### config.mk
export PLATFORM = sky130hd
export DESIGN_NAME = toggle_monitor
export DESIGN_NICKNAME = d
export VERILOG_FILES = /design/src/rtl/toggle_monitor.sv
export SDC_FILE = /design/constraint.sdc
export NUM_CORES = 1
export LEC_CHECK = 0
export BUFFER_PORTS_ARGS = -buffer_cell sky130_fd_sc_hd__buf_2
export CAP_MARGIN = 0
export CORE_ASPECT_RATIO = 1.5
export CORE_UTILIZATION = 32
export DETAILED_ROUTE_END_ITERATION = 12
export PLACE_DENSITY = 0.61
export SKIP_CTS_REPAIR_TIMING = 1
export SLEW_MARGIN = 20
export SYNTH_ARGS = -nofsm -noshare
export SYNTH_HDL_FRONTEND = slang
export SYNTH_SLANG_ARGS = --single-unit
### constraint.sdc
create_clock -name clk -period 19.27 [get_ports clk]
set_input_delay 2.8905 -clock clk [delete_from_list [all_inputs] [get_ports clk]]
set_output_delay 2.8905 -clock clk [all_outputs]
set_load 0.005 [all_outputs]
### src/rtl/toggle_monitor.sv
// toggle_monitor
// Switching-activity monitor for a WIDTH-bit bus. Each cycle the Hamming
// distance between the current and previous sample is added into a saturating
// accumulator. Every WINDOW counted transitions the window total is published
// on a valid/ready result port.
// Optional feature macro: TOGGLE_PEAK_EN adds the `peak` output. It carries the
// largest single-cycle toggle count seen in the published window.
module toggle_monitor #(
   parameter int WIDTH  = 32,
   parameter int WINDOW = 256,
   parameter int ACC_W  = 24
) (
   input  logic                             clk,
   input  logic                             reset,
   input  logic [WIDTH-1:0]                 d,
   output logic [ACC_W-1:0]                 total,
   output logic                             valid,
   input  logic                             ready,
   output logic                             sat,
   output logic                             overrun
`ifdef TOGGLE_PEAK_EN
   ,
   output logic [$clog2(WIDTH+1)-1:0]       peak
`endif
);

   localparam int PC_W  = $clog2(WIDTH + 1);
   localparam int CNT_W = (WINDOW > 1) ? $clog2(WINDOW) : 1;
   localparam logic [CNT_W-1:0] CNT_LAST = CNT_W'(WINDOW - 1);

   // A window shorter than two transitions has no meaningful boundary sharing.
   if (WINDOW < 2) begin : g_bad_window
      $error("toggle_monitor: WINDOW must be at least 2");
   end

   // Number of set bits in a WIDTH-bit word, 0..WIDTH.
   function automatic logic [PC_W-1:0] popcount(input logic [WIDTH-1:0] v);
      logic [PC_W-1:0] n;
      n = '0;
      for (int i = 0; i < WIDTH; i++) begin
         n = n + PC_W'(v[i]);
      end
      return n;
   endfunction

   // Saturating add of a toggle count into the accumulator.
   // Bit ACC_W of the result flags that the sum clipped at all-ones.
   function automatic logic [ACC_W:0] sat_add(input logic [ACC_W-1:0] a,
                                              input logic [PC_W-1:0]  b);
      logic [ACC_W:0] s;
      s = {1'b0, a} + (ACC_W+1)'(b);
      if (s[ACC_W]) begin
         return {1'b1, {ACC_W{1'b1}}};
      end
      return {1'b0, s[ACC_W-1:0]};
   endfunction

   // Sample history and priming
   logic [WIDTH-1:0] prev_q, prev_d;
   logic             primed_q, primed_d;

   // Window accumulation state
   logic [ACC_W-1:0] acc_q, acc_d;
   logic [CNT_W-1:0] cnt_q, cnt_d;
   logic             win_sat_q, win_sat_d;

   // Published result state
   logic [ACC_W-1:0] total_q, total_d;
   logic             valid_q, valid_d;
   logic             sat_q, sat_d;
   logic             overrun_q, overrun_d;

`ifdef TOGGLE_PEAK_EN
   logic [PC_W-1:0]  peak_run_q, peak_run_d;
   logic [PC_W-1:0]  peak_q, peak_d;
   logic [PC_W-1:0]  peak_new;
`endif

   // Combinational toggle count and accumulation
   logic [PC_W-1:0]  pc;
   logic [ACC_W:0]   sum_ext;
   logic [ACC_W-1:0] sum;
   logic             sum_clip;
   logic             win_end;

   // Next-state logic: priming, counting, window close and handshake.
   always_comb begin
      pc       = popcount(d ^ prev_q);
      sum_ext  = sat_add(acc_q, pc);
      sum      = sum_ext[ACC_W-1:0];
      sum_clip = sum_ext[ACC_W];
      win_end  = primed_q && (cnt_q == CNT_LAST);

      prev_d    = d;
      primed_d  = 1'b1;
      acc_d     = acc_q;
      cnt_d     = cnt_q;
      win_sat_d = win_sat_q;
      total_d   = total_q;
      sat_d     = sat_q;
      overrun_d = overrun_q;

      // A held result is consumed whenever ready is seen with valid high;
      // a result landing on the same edge re-asserts valid below.
      valid_d   = valid_q & ~ready;

`ifdef TOGGLE_PEAK_EN
      peak_new   = (pc > peak_run_q) ? pc : peak_run_q;
      peak_run_d = peak_run_q;
      peak_d     = peak_q;
`else
      // Without peak tracking there is no per-window maximum to maintain.
`endif

      if (primed_q) begin
         if (win_end) begin
            total_d   = sum;
            sat_d     = win_sat_q | sum_clip;
            valid_d   = 1'b1;
            // Only an unconsumed result being replaced counts as an overrun.
            overrun_d = overrun_q | (valid_q & ~ready);
            acc_d     = '0;
            cnt_d     = '0;
            win_sat_d = 1'b0;
`ifdef TOGGLE_PEAK_EN
            peak_d     = peak_new;
            peak_run_d = '0;
`endif
         end else begin
            acc_d     = sum;
            cnt_d     = cnt_q + 1'b1;
            win_sat_d = win_sat_q | sum_clip;
`ifdef TOGGLE_PEAK_EN
            peak_run_d = peak_new;
`endif
         end
      end
   end

   // Previous-sample register; its content is irrelevant until primed.
   always_ff @(posedge clk) begin
      prev_q <= prev_d;
   end

   // Control and result registers with synchronous active-low reset.
   always_ff @(posedge clk) begin
      if (!reset) begin
         primed_q  <= 1'b0;
         acc_q     <= '0;
         cnt_q     <= '0;
         win_sat_q <= 1'b0;
         total_q   <= '0;
         valid_q   <= 1'b0;
         sat_q     <= 1'b0;
         overrun_q <= 1'b0;
      end else begin
         primed_q  <= primed_d;
         acc_q     <= acc_d;
         cnt_q     <= cnt_d;
         win_sat_q <= win_sat_d;
         total_q   <= total_d;
         valid_q   <= valid_d;
         sat_q     <= sat_d;
         overrun_q <= overrun_d;
      end
   end

`ifdef TOGGLE_PEAK_EN
   // Running and published peak registers, cleared with the rest of the state.
   always_ff @(posedge clk) begin
      if (!reset) begin
         peak_run_q <= '0;
         peak_q     <= '0;
      end else begin
         peak_run_q <= peak_run_d;
         peak_q     <= peak_d;
      end
   end

   assign peak = peak_q;
`endif

   assign total   = total_q;
   assign valid   = valid_q;
   assign sat     = sat_q;
   assign overrun = overrun_q;

endmodule

==> reports/metrics.yaml <==
synthesis:
  yosysMostFrequentCell: "dfxtp_1"
  yosysWarnings: 0
  syn_nets: 547
  synth_edf_count: 0
  synth_area_mm2: 0.00456
  yosysTopAreaCell: "dfxtp_1"
  ys_types: 42
  synth_common_cells: "93 x dfxtp_1, 33 x xnor2_1, 32 x a21oi_1, 32 x nor2_1, 32 x o21ai_0"
  synth-seq-cells: 93
  synth_top_area_share_pct: 40.8
  yosysSeqAreaShare_pct: 40.8
  syn_avg_cell_area_um2: 9.71
  async_reset_ff_share_pct: 0
  synthTopCellsByArea: "dfxtp_1 41%, fa_1 11%, xnor2_1 6.3%, xor2_1 4.4%, ha_1 4.4%"
  ys.flop_type: "dfxtp_1"
  syn_inst: 470
sta:
  worstMarginPinSlew_ns: 0.820
  tns_ns: 0
  grt_setup_unrepaired: "false"
  worst_slack_ns: 10.58
  hold_viol: 0
  setup_viol: 0
  fin_skew_ns: 0.00832
  period_share_pct: 45.1
  period_minus_slack_ns: 8.69
  slew_headroom_pct: 45.3
  fmax_mhz: 115
  slew_viol_final: 0
place:
  dpl.hpwl_mm: 7.94
  gp_congestion: 0.833
  pre_cts_slack_ns: 10.19
  dpl.cell_count: 704
  numPortBuffers: 61
clock_tree:
  clock_sinks: 93
  cts_max_level: 3
  clkSlewWorstSetupHoldPaths_ns: 0.06
  cts_buffer_depth: 2
  clk_latency_ns: 0.34
  cts_buffers: 9
  cts_root_buffer: "clkbuf_16"
  cts_tree: "yes"
routing:
  drc: 0
  antenna_left: 0
  initialDrtViolationCount: 237
  wl_per_cell_um: 14.7
  routed_wl_mm: 10.6
  detail_route.first_pass.iterations: 4
  via_per_inst: 4.92
  vias: 3542
die:
  rows: 53
  ios: 62
  start_util_pct: 32.6
  die_y_um: 148
  core_area_mm2: 0.0140
  dieArea_mm2: 0.0148
  die_w_um: 99.5
worst_setup_path:
  path_class: "in2reg"
  cp_data_required_time_ns: 19.47
  crit_fanout: 14
  cp-end-kind: "flop"
  arrival_ns: 8.89
  worstSetupStartpointType: "primary input"
status:
  status: "finished clean"
power_and_ir_drop:
  clock_power_share_pct: 18.3
  power_density_mw_per_mm2: 208
  vdd_drop_max_mv: 0.224
  power_uw: 1120
  power_switching_uw: 515
  pwr-share-comb_pct: 63.2
  seqPwrFrac_pct: 18.5
  p_sw_share_pct: 46.1
  leakage_uw: 0.00225
  internal_power_uw: 603
layout:
  diodes: 0
  layout-drive-gt1-share_pct: 16.5
  fillCellCount: 1415
  area_delta_synth_final_pct: 17.9
  fin_nets: 600
  final_cells: 720
job:
  drv_cap: 0
grt:
  grt_antenna_before_repair: 0
  grt_pass1_vias: 3566
  grt_max_degree: 50
  grtUsageTotal_pct: 14.9
  grt_pass1_wl_mm: 17.0
  grt_overflow: 0
worst_hold_path:
  holdCritPathClass: "reg2reg"
==> critical path, cell delays in order <==
cell      delay [ns]
buf_2           0.11
xor2_1          0.15
fa_1            0.54
inv_1           0.06
fa_1            0.52
fa_1            0.54
inv_1           0.05
fa_1            0.48
inv_1           0.06
fa_1            0.52
fa_1            0.59
fa_1            0.19
inv_1           0.05
fa_1            0.42
a211o_1         0.36
a211o_1         0.34
and3_1          0.31
nor2_2          0.53
a211oi_1        0.17
==> cells by family (layout without fill, tap and decap cells) <==
group,count (synthesis),after routing,share of synthesized area (%)
AOI/OAI and AO/OA,104,104,14.4
xor gates and xnor gates,56,56,10.7
adders and majority gates,42,42,15.8
buffers and inverters,46,104,4.00
DFF,93,93,40.8
muxes,3,3,0.658
and+or+nand+nor,126,126,13.6
==> cells in the final DEF, fill, tap and decap left out, types with 4 or more instances in the layout <==
master     netlist  layout
a21oi_1         32      32
a31oi_1          5       5
and2_1           5       5
and3_1           6       6
and4_1           4       4
buf_2            7      61
clkbuf_16        0       9
dfxtp_1         93      93
fa_1            26      26
ha_1            16      16
inv_1           25      25
nand2_1         21      21
nand3_1         17      17
nand4_1          7       7
nor2_1          32      32
nor2b_1          5       5
nor3_1          19      19
o211ai_1         5       5
o21a_1           4       4
o21ai_0         32      32
o221a_2          4       4
xnor2_1         33      33
xor2_1          23      23
==> layout make-up <==
type                    count  area, um^2  area share, %
repair buffers             63         320           5.95
well taps                 192         240           4.47
multi-input cells         331        2520           46.8
inverters                  25        93.8           1.74
flip-flops and latches     93        1860           34.6
clock inverters             7         120           2.23
clock buffers               9         225           4.19
==> path summary, 6_finish.rpt <==
path         slack [ns]  cells past startpoint                      to              startpoint
max               10.58                     19   total[8]$_SDFFE_PN0P_                   d[16]
min                0.48                      2  total[12]$_SDFFE_PN0P_  total[12]$_SDFFE_PN0P_
max reg2reg       12.90                     18   total[8]$_SDFFE_PN0P_      prev_q[16]$_DFF_P_
min reg2reg        0.48                      2  total[12]$_SDFFE_PN0P_  total[12]$_SDFFE_PN0P_
==> power by group through the flow <==
stage	sequential (uW)	clock (uW)	combinational, uW
final	207	205	706
after global routing	208	217	779
after floorplan	210	0	511
after detailed placement	212	0	711
after global placement	211	0	697
after CTS	207	209	717
==> routing by layer <==
| layer | GRT usage, % | part of all wire [%] |
|---|---|---|
| met1 | 15.0 | 38 |
| met2 | 29.3 | 57 |
| met3 | 2.82 | 3.6 |
| met4 | 6.10 | 2.0 |
| met5 | 0 | 0 |
==> sequential cells by signal, indices dropped and copies added (netlist names) <==
name and cells:
primed_q 1, sat 1, total 24, valid 1, cnt_q 8, overrun 1
prev_q 32, win_sat_q 1, acc_q 24
==> metrics by stage <==
step           utilization [%]  hold slack, ns  area, um^2
6_report                  38.5           0.478        5380
5_1_grt                   38.5           0.513        5380
4_1_cts                   38.5           0.491        5380
3_5_place_dp              36.0           0.474        5030
3_3_place_gp              36.0           0.454        5030
2_1_floorplan                -           0.437        4560
No activity file was read; power rests on OpenSTA's default activity.
